**src/rtl/memory_stage.sv**
```systemverilog
// memory_stage: M stage of the 5-stage MIPS pipeline.
// Holds the X/M pipeline register and runs LW/LB/LBU/SW/SB on a req/ack data-memory
// port that can take any number of cycles. The pipeline stalls while an access is
// outstanding, and an access that gets no ack within TIMEOUT cycles is abandoned.
// Optional feature: define MEM_ALIGN_CHECK_EN to trap misaligned word accesses
// (adds the sticky align_err output).
module memory_stage #(
    parameter int TIMEOUT = 64,  // max WAIT cycles before an access is abandoned (>=1)
    parameter int CNT_W   = 7    // wait-counter width, must hold TIMEOUT
) (
    input  logic        clock,
    input  logic        reset_n,
    input  logic        x_valid,
    input  logic [31:0] x_aluout,
    input  logic [31:0] x_rb,
    input  logic        x_dmwe,
    input  logic        x_dmre,
    input  logic        x_dm_byte,
    input  logic        x_unsigned,
    input  logic        x_rwe,
    input  logic        x_rwd,
    input  logic [4:0]  x_wreg,
    output logic        stall,
    output logic [31:0] mx_bypass,
    output logic [4:0]  m_wreg,
    output logic        m_rwe,
    output logic        dm_req,
    output logic        dm_we,
    output logic [31:0] dm_addr,
    output logic [3:0]  dm_be,
    output logic [31:0] dm_wdata,
    input  logic        dm_ack,
    input  logic [31:0] dm_rdata,
    output logic        wb_valid,
    output logic        wb_rwe,
    output logic [4:0]  wb_reg,
    output logic [31:0] wb_data,
    output logic        bus_err
`ifdef MEM_ALIGN_CHECK_EN
    , output logic      align_err
`endif
);

    typedef enum logic {S_IDLE, S_WAIT} state_t;

    // X/M pipeline register fields (m_wreg / m_rwe are ports)
    logic        m_valid;
    logic [31:0] m_aluout;
    logic [31:0] m_rb;
    logic        m_dmwe;
    logic        m_dmre;
    logic        m_dm_byte;
    logic        m_unsigned;
    logic        m_rwd;

    state_t           state, state_nx;
    logic [CNT_W-1:0] cnt, cnt_nx;
    logic             done_flag;
    logic             misalign;
    logic             mem;
    logic             timeout_hit;
    logic             access_end;
    logic [1:0]       lane;
    logic [7:0]       rbyte;
    logic [31:0]      load_data;
    logic [31:0]      wb_data_nx;

    assign lane = m_aluout[1:0];

`ifdef MEM_ALIGN_CHECK_EN
    assign misalign = m_valid & (m_dmwe | m_dmre) & ~m_dm_byte & (lane != 2'b00);
`else
    assign misalign = 1'b0;
`endif

    // Request and stall generation; a misaligned word access never reaches the bus.
    assign mem         = m_valid & (m_dmwe | m_dmre) & ~misalign;
    assign dm_req      = mem & ~done_flag;
    assign timeout_hit = dm_req & (state == S_WAIT) & (cnt == CNT_W'(TIMEOUT - 1)) & ~dm_ack;
    assign stall       = dm_req & ~dm_ack & ~timeout_hit;
    assign access_end  = dm_req & (dm_ack | timeout_hit);

    // Bus side is driven straight from the M register, so it is stable for the whole access.
    assign mx_bypass = m_aluout;
    assign dm_addr   = {m_aluout[31:2], 2'b00};
    assign dm_we     = dm_req & m_dmwe;
    assign dm_be     = !dm_req   ? 4'b0000 :
                       m_dm_byte ? (4'b1000 >> lane) : 4'b1111;
    assign dm_wdata  = m_dm_byte ? {4{m_rb[7:0]}} : m_rb;

    // X/M register: advances whenever the stage is not stalled.
    always_ff @(posedge clock or negedge reset_n) begin
        // NOTE: non-blocking assignments so every register samples pre-edge values.
        if (!reset_n) begin
            m_valid    <= 1'b0;
            m_aluout   <= '0;
            m_rb       <= '0;
            m_dmwe     <= 1'b0;
            m_dmre     <= 1'b0;
            m_dm_byte  <= 1'b0;
            m_unsigned <= 1'b0;
            m_rwe      <= 1'b0;
            m_rwd      <= 1'b0;
            m_wreg     <= '0;
        end else if (!stall) begin
            m_valid    <= x_valid;
            m_aluout   <= x_aluout;
            m_rb       <= x_rb;
            m_dmwe     <= x_dmwe;
            m_dmre     <= x_dmre;
            m_dm_byte  <= x_dm_byte;
            m_unsigned <= x_unsigned;
            m_rwe      <= x_rwe;
            m_rwd      <= x_rwd;
            m_wreg     <= x_wreg;
        end
    end

    // Access-completed marker: keeps an instruction that lingers in M from re-issuing.
    always_ff @(posedge clock or negedge reset_n) begin
        if (!reset_n) begin
            done_flag <= 1'b0;
        end else if (!stall) begin
            done_flag <= 1'b0;
        end else if (access_end) begin
            done_flag <= 1'b1;
        end
    end

    // Wait FSM next state: IDLE until a request misses its first-cycle ack, WAIT until ack or timeout.
    always_comb begin
        // NOTE: defaults first so no path leaves a signal unassigned (no latch).
        state_nx = state;
        cnt_nx   = cnt;
        case (state)
            S_IDLE: begin
                if (dm_req && !dm_ack) begin
                    state_nx = S_WAIT;
                    cnt_nx   = '0;
                end
            end
            S_WAIT: begin
                if (!dm_req || dm_ack || timeout_hit) begin
                    state_nx = S_IDLE;
                end else begin
                    cnt_nx = cnt + CNT_W'(1);
                end
            end
            default: state_nx = S_IDLE;
        endcase
    end

    // Wait FSM state and counter registers.
    always_ff @(posedge clock or negedge reset_n) begin
        if (!reset_n) begin
            state <= S_IDLE;
            cnt   <= '0;
        end else begin
            state <= state_nx;
            cnt   <= cnt_nx;
        end
    end

    // Big-endian byte lane select: address 0 is bits 31:24.
    always_comb begin
        rbyte = dm_rdata[31:24];
        case (lane)
            2'd0: rbyte = dm_rdata[31:24];
            2'd1: rbyte = dm_rdata[23:16];
            2'd2: rbyte = dm_rdata[15:8];
            2'd3: rbyte = dm_rdata[7:0];
            default: rbyte = dm_rdata[31:24];
        endcase
    end

    // Load data formatting; an abandoned access reads as zero.
    always_comb begin
        load_data = dm_rdata;
        if (timeout_hit) begin
            load_data = '0;
        end else if (m_dm_byte) begin
            load_data = m_unsigned ? {24'b0, rbyte} : {{24{rbyte[7]}}, rbyte};
        end
        wb_data_nx = misalign ? 32'b0 : (m_rwd ? load_data : m_aluout);
    end

    // M/W register: loads the finished instruction, or a bubble while stalled.
    always_ff @(posedge clock or negedge reset_n) begin
        if (!reset_n) begin
            wb_valid <= 1'b0;
            wb_rwe   <= 1'b0;
            wb_reg   <= '0;
            wb_data  <= '0;
        end else if (!stall) begin
            wb_valid <= m_valid;
            wb_rwe   <= m_valid & m_rwe & ~misalign;
            wb_reg   <= m_wreg;
            wb_data  <= wb_data_nx;
        end else begin
            wb_valid <= 1'b0;
            wb_rwe   <= 1'b0;
        end
    end

    // Sticky bus error: set when an access is abandoned, cleared only by reset.
    always_ff @(posedge clock or negedge reset_n) begin
        if (!reset_n) begin
            bus_err <= 1'b0;
        end else if (timeout_hit) begin
            bus_err <= 1'b1;
        end
    end

`ifdef MEM_ALIGN_CHECK_EN
    // Sticky alignment error for word accesses with nonzero low address bits.
    always_ff @(posedge clock or negedge reset_n) begin
        if (!reset_n) begin
            align_err <= 1'b0;
        end else if (misalign) begin
            align_err <= 1'b1;
        end
    end
`endif

endmodule
```
**config.mk**
```make
export PLATFORM = sky130hd
export DESIGN_NAME = memory_stage
export DESIGN_NICKNAME = d
export VERILOG_FILES = /design/src/rtl/memory_stage.sv
export SDC_FILE = /design/constraint.sdc
export NUM_CORES = 1
export LEC_CHECK = 0
export ABC_CLOCK_PERIOD_IN_PS = 3300
export BUFFER_PORTS_ARGS = -buffer_cell sky130_fd_sc_hd__buf_2
export CORE_MARGIN = 2
export CORE_UTILIZATION = 50
export CTS_CLUSTER_SIZE = 24
export DETAILED_ROUTE_END_ITERATION = 7
export GPL_ROUTABILITY_DRIVEN = 0
export PLACE_DENSITY = 0.83
export SETUP_SLACK_MARGIN = 0.2
export SLEW_MARGIN = 20
export SYNTH_ARGS = -nofsm -noshare
export SYNTH_HDL_FRONTEND = slang
export SYNTH_SLANG_ARGS = --single-unit
```
**constraint.sdc**
```tcl
create_clock -name clock -period 3.3 [get_ports clock]
set_input_delay 0.165 -clock clock [delete_from_list [all_inputs] [get_ports clock]]
set_output_delay 0.165 -clock clock [all_outputs]
set_load 0.005 [all_outputs]
```
==> results of run 1 <==
-- logic make-up (layout without fill, tap and decap cells) --
kind of cell,Yosys count,in the layout,synth area share
DFF,125,125,0.515
adders and majority gates,1,1,0.00206
muxes,11,11,0.0235
xor gates and xnor gates,4,4,0.00576
and+or+nand+nor,216,216,0.147
other,1,3,0.000617
AOI/OAI and AO/OA,172,172,0.187
buffers and inverters,137,426,0.120
-- area by class of cell --
cell class                 count  area share
inverter                      53      0.0236
tap                          147      0.0218
sequential                   125       0.370
multi-input combinational    407       0.266
timing repair buffer         346       0.258
clock inverter                 2     0.00119
clock buffer                  25      0.0599
-- power groups by stage --
stage	Clock [W]	Combinational (W)	Sequential, W
after CTS	0.00167	0.000801	0.00179
after global placement	0	0.000712	0.00181
after floorplan	0	0.000412	0.00180
after detailed placement	0	0.000727	0.00181
after global routing	0.00174	0.000903	0.00181
final	0.00164	0.000815	0.00179
-- tightest hold or removal path, stage by stage --
cell,delay (ns)
buf_2,0.09
o211ai_1,0.09
a31oi_1,0.16
-- per-layer routing --
| metal | wire length [um] | vias up | GRT usage |
|---|---|---|---|
| met4 | 728 | 0 | 0.148 |
| met1 | 7300 | 2774 | 0.346 |
| met5 | 0 | - | 0 |
| met2 | 9250 | 286 | 0.482 |
| met3 | 1000 | 69 | 0.0619 |
| li1 | - | 2734 | - |
-- through the flow --
stage | cells | power (W) | hold slack (ns) | util | cell area, um^2
floorplan | 669 | 0.00221 | -0.131 | - | 6090
global placement | 1001 | 0.00252 | 0.309 | 0.598 | 7160
detailed placement | 1001 | 0.00254 | 0.307 | 0.598 | 7160
CTS | 1105 | 0.00426 | 0.127 | 0.706 | 8440
global route | 1105 | 0.00445 | 0.144 | 0.706 | 8440
finish | 1105 | 0.00425 | 0.139 | 0.706 | 8440
-- what timing repair did --
item | CTS | global route
hold buffers | 77 | 0
endpoints found under the setup margin | 0 | 0
resized for setup | 0 | 0
endpoints found under the hold margin | 136 | 0
-- placed cells by master (no fill, tap or decap), types with 3 or more instances in the layout --
cell type / instances
mux2i_1: 3
dfrtp_1: 125
o22a_1: 4
conb_1: 3
clkbuf_16: 17
nand2_1: 163
mux2_2: 6
inv_1: 52
o21ai_0: 77
o211ai_1: 5
nand2b_1: 10
o221ai_1: 15
a211oi_1: 4
clkbuf_8: 5
nor3_1: 3
xnor2_1: 3
dlygate4sd3_1: 77
buf_4: 11
nor2_1: 24
o21a_1: 21
o32a_1: 5
nand3_1: 4
clkbuf_1: 3
a31oi_1: 5
a21oi_1: 23
o221ai_2: 6
buf_2: 256
-- how the worst max path moves through the flow --
stage / start / to / cells after the start / slack [ns]
after floorplan: cnt[0]$_DFFE_PN0P_ / wb_data[4]$_DFFE_PN0N_ / 7 / 1.52
after global placement: cnt[0]$_DFFE_PN0P_ / wb_data[4]$_DFFE_PN0N_ / 6 / 0.97
after detailed placement: cnt[0]$_DFFE_PN0P_ / wb_data[5]$_DFFE_PN0N_ / 6 / 0.90
after CTS: cnt[0]$_DFFE_PN0P_ / stall / 6 / 0.63
after global routing: cnt[1]$_DFFE_PN0P_ / stall / 6 / 0.47
final: cnt[0]$_DFFE_PN0P_ / stall / 6 / 0.63
==> reports/qor.csv, run 1 <==
stage,metric,value,unit
detailed_routing,initial DRC count,481,
worst_hold_path,hold path cells,3,
worst_setup_path,crit-path max FO,62,
clocking,number of buffers created by CTS,17,
pwr,Leakage,4.44,nW
pwr,Pint,0.00311,W
worst_hold_path,hold path start,dm_rdata[0],
worst_setup_path,Worst setup SP type,flop,
floorplanning,Die ar.,13100,um^2
pwr,clock share of power,0.387,
layout,Register Area,3130,um^2
timing,clk_skew,0.00754,ns
clocking,CTS root buf,clkbuf_16,
worst_hold_path,Worst Hold Class,primary input to flop,
floorplanning,initial core utilization,0.508,
timing,RSZ-0062 raised after global routing,no,
global_routing,initial antenna violation count,0,
synth,ranking of synthesized cells by area,"dfrtp_1 51%, nand2_1 10%, o21ai_0 6.3%",
synth,Synth area leader,dfrtp_1,
synth,number of library cell types mapped by synthesis,47,
pwr,Flop pwr share,0.422,
pwr,Comb pwr share,0.192,
detailed_routing,vias post-DR,5863,
floorplanning,cell row count,40,
timing,Tcrit/Tclk final,0.809,
floorplanning,Top Ports,260,
timing,FMAX,374,MHz
floorplanning,Die Ht,114,um
synth,most common cell in the netlist,nand2_1,
layout,Layout fillers,886,
worst_setup_path,Reg-to-Reg End,wb_data[4]$_DFFE_PN0N_,
synth,top post-synthesis cells by count,"163 x nand2_1, 125 x dfrtp_1, 77 x o21ai_0",
timing,PnR worst setup slack,0.630,ns
synth,register area share after synthesis,0.515,
timing,fin crit period,2.67,ns
worst_setup_path,"delay-heaviest family, CP",simple AND/OR/NAND/NOR gates,
pwr,worst vdd ir,0.275,mV
detailed_routing,DR vias/cell,5.31,
layout,nets@finish,1062,
worst_setup_path,R2R Path Start,cnt[0]$_DFFE_PN0P_,
place,dpl ws,0.896,ns
worst_setup_path,capturing element type of the critical path,output port,
pwr,switching pwr,0.00114,W
global_routing,grt total ovfl,0,
floorplanning,Die Wd,114,um
run_status,status,finished clean,
global_routing,GR Util All Layers,0.286,
timing,Slew Limit Fails,0,
timing,Final setup viols,0,
detailed_routing,final wirelength,18300,um
synth,Post-synth EDFFs,0,
synth,most common flop cell mapped by yosys,dfrtp_1,
clocking,worst skew pair latency,0.41,ns
synth,Yosys reg bits,125,
clocking,Post-CTS Setup Repair Bufs,0,
place,port bufs,257,
worst_setup_path,"Data required, critical path",3.13,ns
timing,Setup Total Neg Slack,0,ns
layout,area of the multi-input gates,2240,um^2
layout,Inserted Diodes,0,
synth,cell area after synthesis,6080,um^2
global_routing,vias in the first global route,5757,
place,placed wire-length estimate,11800,um
layout,layout cells sized above 1,0.327,
pwr,switching share of power,0.267,
worst_setup_path,Critical Path Max Stage Delay,0.40,ns
timing,final hold vios,0,
global_routing,largest net degree at the start of global routing,84,
detailed_routing,Remaining DRCs,0,
detailed_routing,TritonRoute pass-1 iters,5,
clocking,Clock transition at path regs,0.05,ns
worst_setup_path,CP max stage cell,or3_4,
detailed_routing,Antenna Nets Post-Route,0,
detailed_routing,drt wl/cell,16.5,um
worst_setup_path,R2R depth,6,
synth,syn_area_per_cell,9.11,um^2
clocking,clk buf depth,2,
worst_hold_path,worst hold endpoint,wb_data[0]$_DFFE_PN0N_,
worst_setup_path,crit-path cells,ha_1 > nand4_1 > or3_4 > nand2_8 > inv_2 > buf_2,
timing,max_slew headroom,0.443,
synth,warnings from Yosys,0,
synth,ys async rst share,1.00,
worst_setup_path,Crit path buffers/inverters,2,
timing,worst slew pin tran,0.831,ns
worst_setup_path,"setup slack, reg-to-reg",0.90,ns
synth,share of the synthesized area in the top cell type,0.515,
clocking,CTS tree,built,
floorplanning,Core Area,12000,um^2
clocking,clk sinks,125,
run,max cap viols,0,
pwr,pwr dens,503,nW/um^2
global_routing,global-route wire length before repair,28700,um
layout,Synth-to-Final Area Change,38.9,%
worst_setup_path,Crit Path Class,flop to output port,
worst_setup_path,CP arrival,2.51,ns
synth,Synth Instances,667,
clocking,CTS H-Tree Depth,4,
Note: power is estimated with default switching activity, not from simulation.
==> run 2: changes to the inputs <==
--- a/config.mk
+++ b/config.mk
@@ -5,14 +5,14 @@
 export SDC_FILE = /design/constraint.sdc
 export NUM_CORES = 1
 export LEC_CHECK = 0
-export ABC_CLOCK_PERIOD_IN_PS = 3300
+export ABC_CLOCK_PERIOD_IN_PS = 2700
 export BUFFER_PORTS_ARGS = -buffer_cell sky130_fd_sc_hd__buf_2
 export CORE_MARGIN = 2
-export CORE_UTILIZATION = 50
+export CORE_UTILIZATION = 48
 export CTS_CLUSTER_SIZE = 24
 export DETAILED_ROUTE_END_ITERATION = 7
 export GPL_ROUTABILITY_DRIVEN = 0
-export PLACE_DENSITY = 0.83
+export PLACE_DENSITY = 0.8
 export SETUP_SLACK_MARGIN = 0.2
 export SLEW_MARGIN = 20
 export SYNTH_ARGS = -nofsm -noshare
==> constraint.sdc (replaced) <==
create_clock -name clock -period 2.7 [get_ports clock]
set_input_delay 0.135 -clock clock [delete_from_list [all_inputs] [get_ports clock]]
set_output_delay 0.135 -clock clock [all_outputs]
set_load 0.005 [all_outputs]
==> run 2 against run 1 <==
Flip-flop and latch count did not move. Worst setup slack got worse by 0.27 ns. Design area rose by 1.5%. Clock power rose by 40%. Largest cell class unchanged.
==> reports/qor.csv, run 2 (synthesized netlist as in run 1, its figures left out) <==
stage,metric,value,unit,change
run_status,status,finished clean,,
floorplanning,Core Area,12500,um^2,+4.6%
layout,Inserted Diodes,0,,unchanged
timing,FMAX,427,MHz,
detailed_routing,Remaining DRCs,0,,unchanged
place,dpl ws,0.414,ns,-0.482 ns
floorplanning,cell row count,41,,+2.5%
layout,Layout fillers,993,,+12%
worst_setup_path,capturing element type of the critical path,output port,,
clocking,CTS tree,built,,
worst_setup_path,"Data required, critical path",2.57,ns,-0.56 ns
clocking,clk sinks,125,,unchanged
pwr,worst vdd ir,0.467,mV,+70%
timing,Setup Total Neg Slack,0,ns,unchanged
pwr,pwr dens,640,nW/um^2,+27%
worst_setup_path,CP max stage cell,or3_4,,
detailed_routing,vias post-DR,5836,,-0.46%
clocking,worst skew pair latency,0.42,ns,about the same
timing,Slew Limit Fails,0,,unchanged
detailed_routing,TritonRoute pass-1 iters,5,,unchanged
layout,"most common cell after layout, fill and taps aside",buf_2,,
worst_setup_path,Worst setup SP type,flop,,
global_routing,GR Util All Layers,0.268,,-0.0182
worst_setup_path,crit-path max FO,44,,-29%
timing,worst slew pin tran,0.597,ns,-0.234 ns
clocking,number of buffers created by CTS,17,,unchanged
clocking,Clock transition at path regs,0.06,ns,about the same
layout,"commonest non-fill, non-tap cells in the layout","256 x buf_2, 163 x nand2_1, 125 x dfrtp_1",,
timing,RSZ-0062 raised after global routing,no,,
worst_setup_path,crit-path cells,ha_1 > nand4_1 > or3_4 > nand2_8 > inv_4 > buf_2,,
timing,Tcrit/Tclk final,0.866,,
timing,clk_skew,0.00905,ns,+0.00151 ns
worst_setup_path,Crit Path Class,flop to output port,,
global_routing,vias in the first global route,5619,,-2.4%
floorplanning,Die ar.,13600,um^2,+4.0%
clocking,CTS H-Tree Depth,4,,unchanged
detailed_routing,DR vias/cell,5.13,,-3.3%
timing,PnR worst setup slack,0.361,ns,-0.269 ns
clocking,CTS root buf,clkbuf_16,,
timing,fin crit period,2.34,ns,
layout,nets@finish,1064,,+0.19%
timing,max_slew headroom,0.598,,+0.155
floorplanning,Die Wd,117,um,+2.0%
detailed_routing,initial DRC count,446,,-7.3%
floorplanning,Top Ports,260,,unchanged
worst_hold_path,Worst Hold Class,primary input to flop,,
global_routing,global-route wire length before repair,27800,um,-3.3%
detailed_routing,Antenna Nets Post-Route,0,,unchanged
floorplanning,initial core utilization,0.486,,-0.0226
global_routing,initial antenna violation count,0,,unchanged
worst_setup_path,CP arrival,2.20,ns,-0.31 ns
run,max cap viols,0,,unchanged
global_routing,largest net degree at the start of global routing,81,,-3.6%
layout,layout cells sized above 1,0.333,,+0.00592
place,port bufs,257,,unchanged
worst_setup_path,Critical Path Max Stage Delay,0.40,ns,about the same
detailed_routing,drt wl/cell,16.1,um,-2.6%
global_routing,grt total ovfl,0,,unchanged
place,placed wire-length estimate,11900,um,+0.55%
layout,Synth-to-Final Area Change,41.0,%,
timing,Final setup viols,0,,unchanged
pwr,Leakage,4.47,nW,+0.74%
timing,final hold vios,0,,unchanged
floorplanning,Die Ht,117,um,+2.0%
detailed_routing,final wirelength,18300,um,+0.20%
clocking,clk buf depth,2,,unchanged
==> run 2: changes by cell type in the layout (fill, tap and decap cells not counted), sizes merged <==
cell      previous run  this run
buf                269       271
clkbuf              25        20
bufinv               0         3
clkinvlp             0         4
clkinv               2         5
==> run 2: worst paths after layout <==
path                                  startpoint                       to  slack, ns  depth (start not counted)
setup / recovery              cnt[0]$_DFFE_PN0P_                    stall       0.36                          6
hold / removal                       dm_rdata[2]   wb_data[2]$_DFFE_PN0N_       0.09                          3
setup reg to reg              cnt[0]$_DFFE_PN0P_  wb_data[15]$_DFFE_PN0N_       0.51                          7
hold reg to reg            wb_reg[3]$_DFFE_PN0N_    wb_reg[3]$_DFFE_PN0N_       0.46                          2
max in group asynchronous                reset_n       m_dmre$_DFFE_PN0N_       1.59                          3
min in group asynchronous                reset_n      m_rb[3]$_DFFE_PN0N_       0.26                          2
==> run 2: layout make-up <==
class	instances	area (um^2)	area share
clock buffer	20	447	0.0521
clock inverter	12	145	0.0169
inverter	53	201	0.0235
multi-input combinational	407	2240	0.262
sequential	125	3130	0.365
tap	172	215	0.0251
timing repair buffer	348	2190	0.256
==> run 2: layer usage <==
metal  vias to the layer above  share of wire  global-route usage
met5                         -              0                   0
met4                         0          0.039               0.143
met3                        67          0.065              0.0612
met2                       278           0.49               0.439
met1                      2739           0.40               0.331
li1                       2752              -                   -
==> run 2: what timing repair did <==
item                       CTS  global route
gates cloned                 0             0
resized for setup            1             0
pin swaps                    0             1
setup endpoints to repair    1             1
hold endpoints to repair   116             0
hold buffers                77             0
buffers inserted             0             0
==> run 2: report_power, final <==
part	internal [W]	leakage (nW)	total, W	switching, W
logic	0.000486	2.69	0.00100	0.000514
registers	0.00206	1.50	0.00218	0.000126
clock network	0.00146	0.282	0.00230	0.000834
total	0.00401	4.47	0.00548	0.00147
==> run 2: worst max-delay path, delay by kind of cell, from the launching register on <==
kind	cells	cell delay, ns
adder cells (fa/ha/maj)	1	0.21
buffers and inverters	2	0.41
flip-flops	1	0.37
AND/OR/NAND/NOR	3	0.77
==> run 2: through the flow <==
stage               instances  power, W  hold WS (ns)  utilization  area [um^2]
detailed placement       1028   0.00311         0.162        0.576         7200
finish                   1137   0.00548        0.0863        0.685         8570
floorplan                 669   0.00270        -0.161            -         6090
CTS                      1137   0.00550        0.0706        0.685         8570
global route             1137   0.00573         0.100        0.685         8570
global placement         1028   0.00309         0.162        0.576         7200
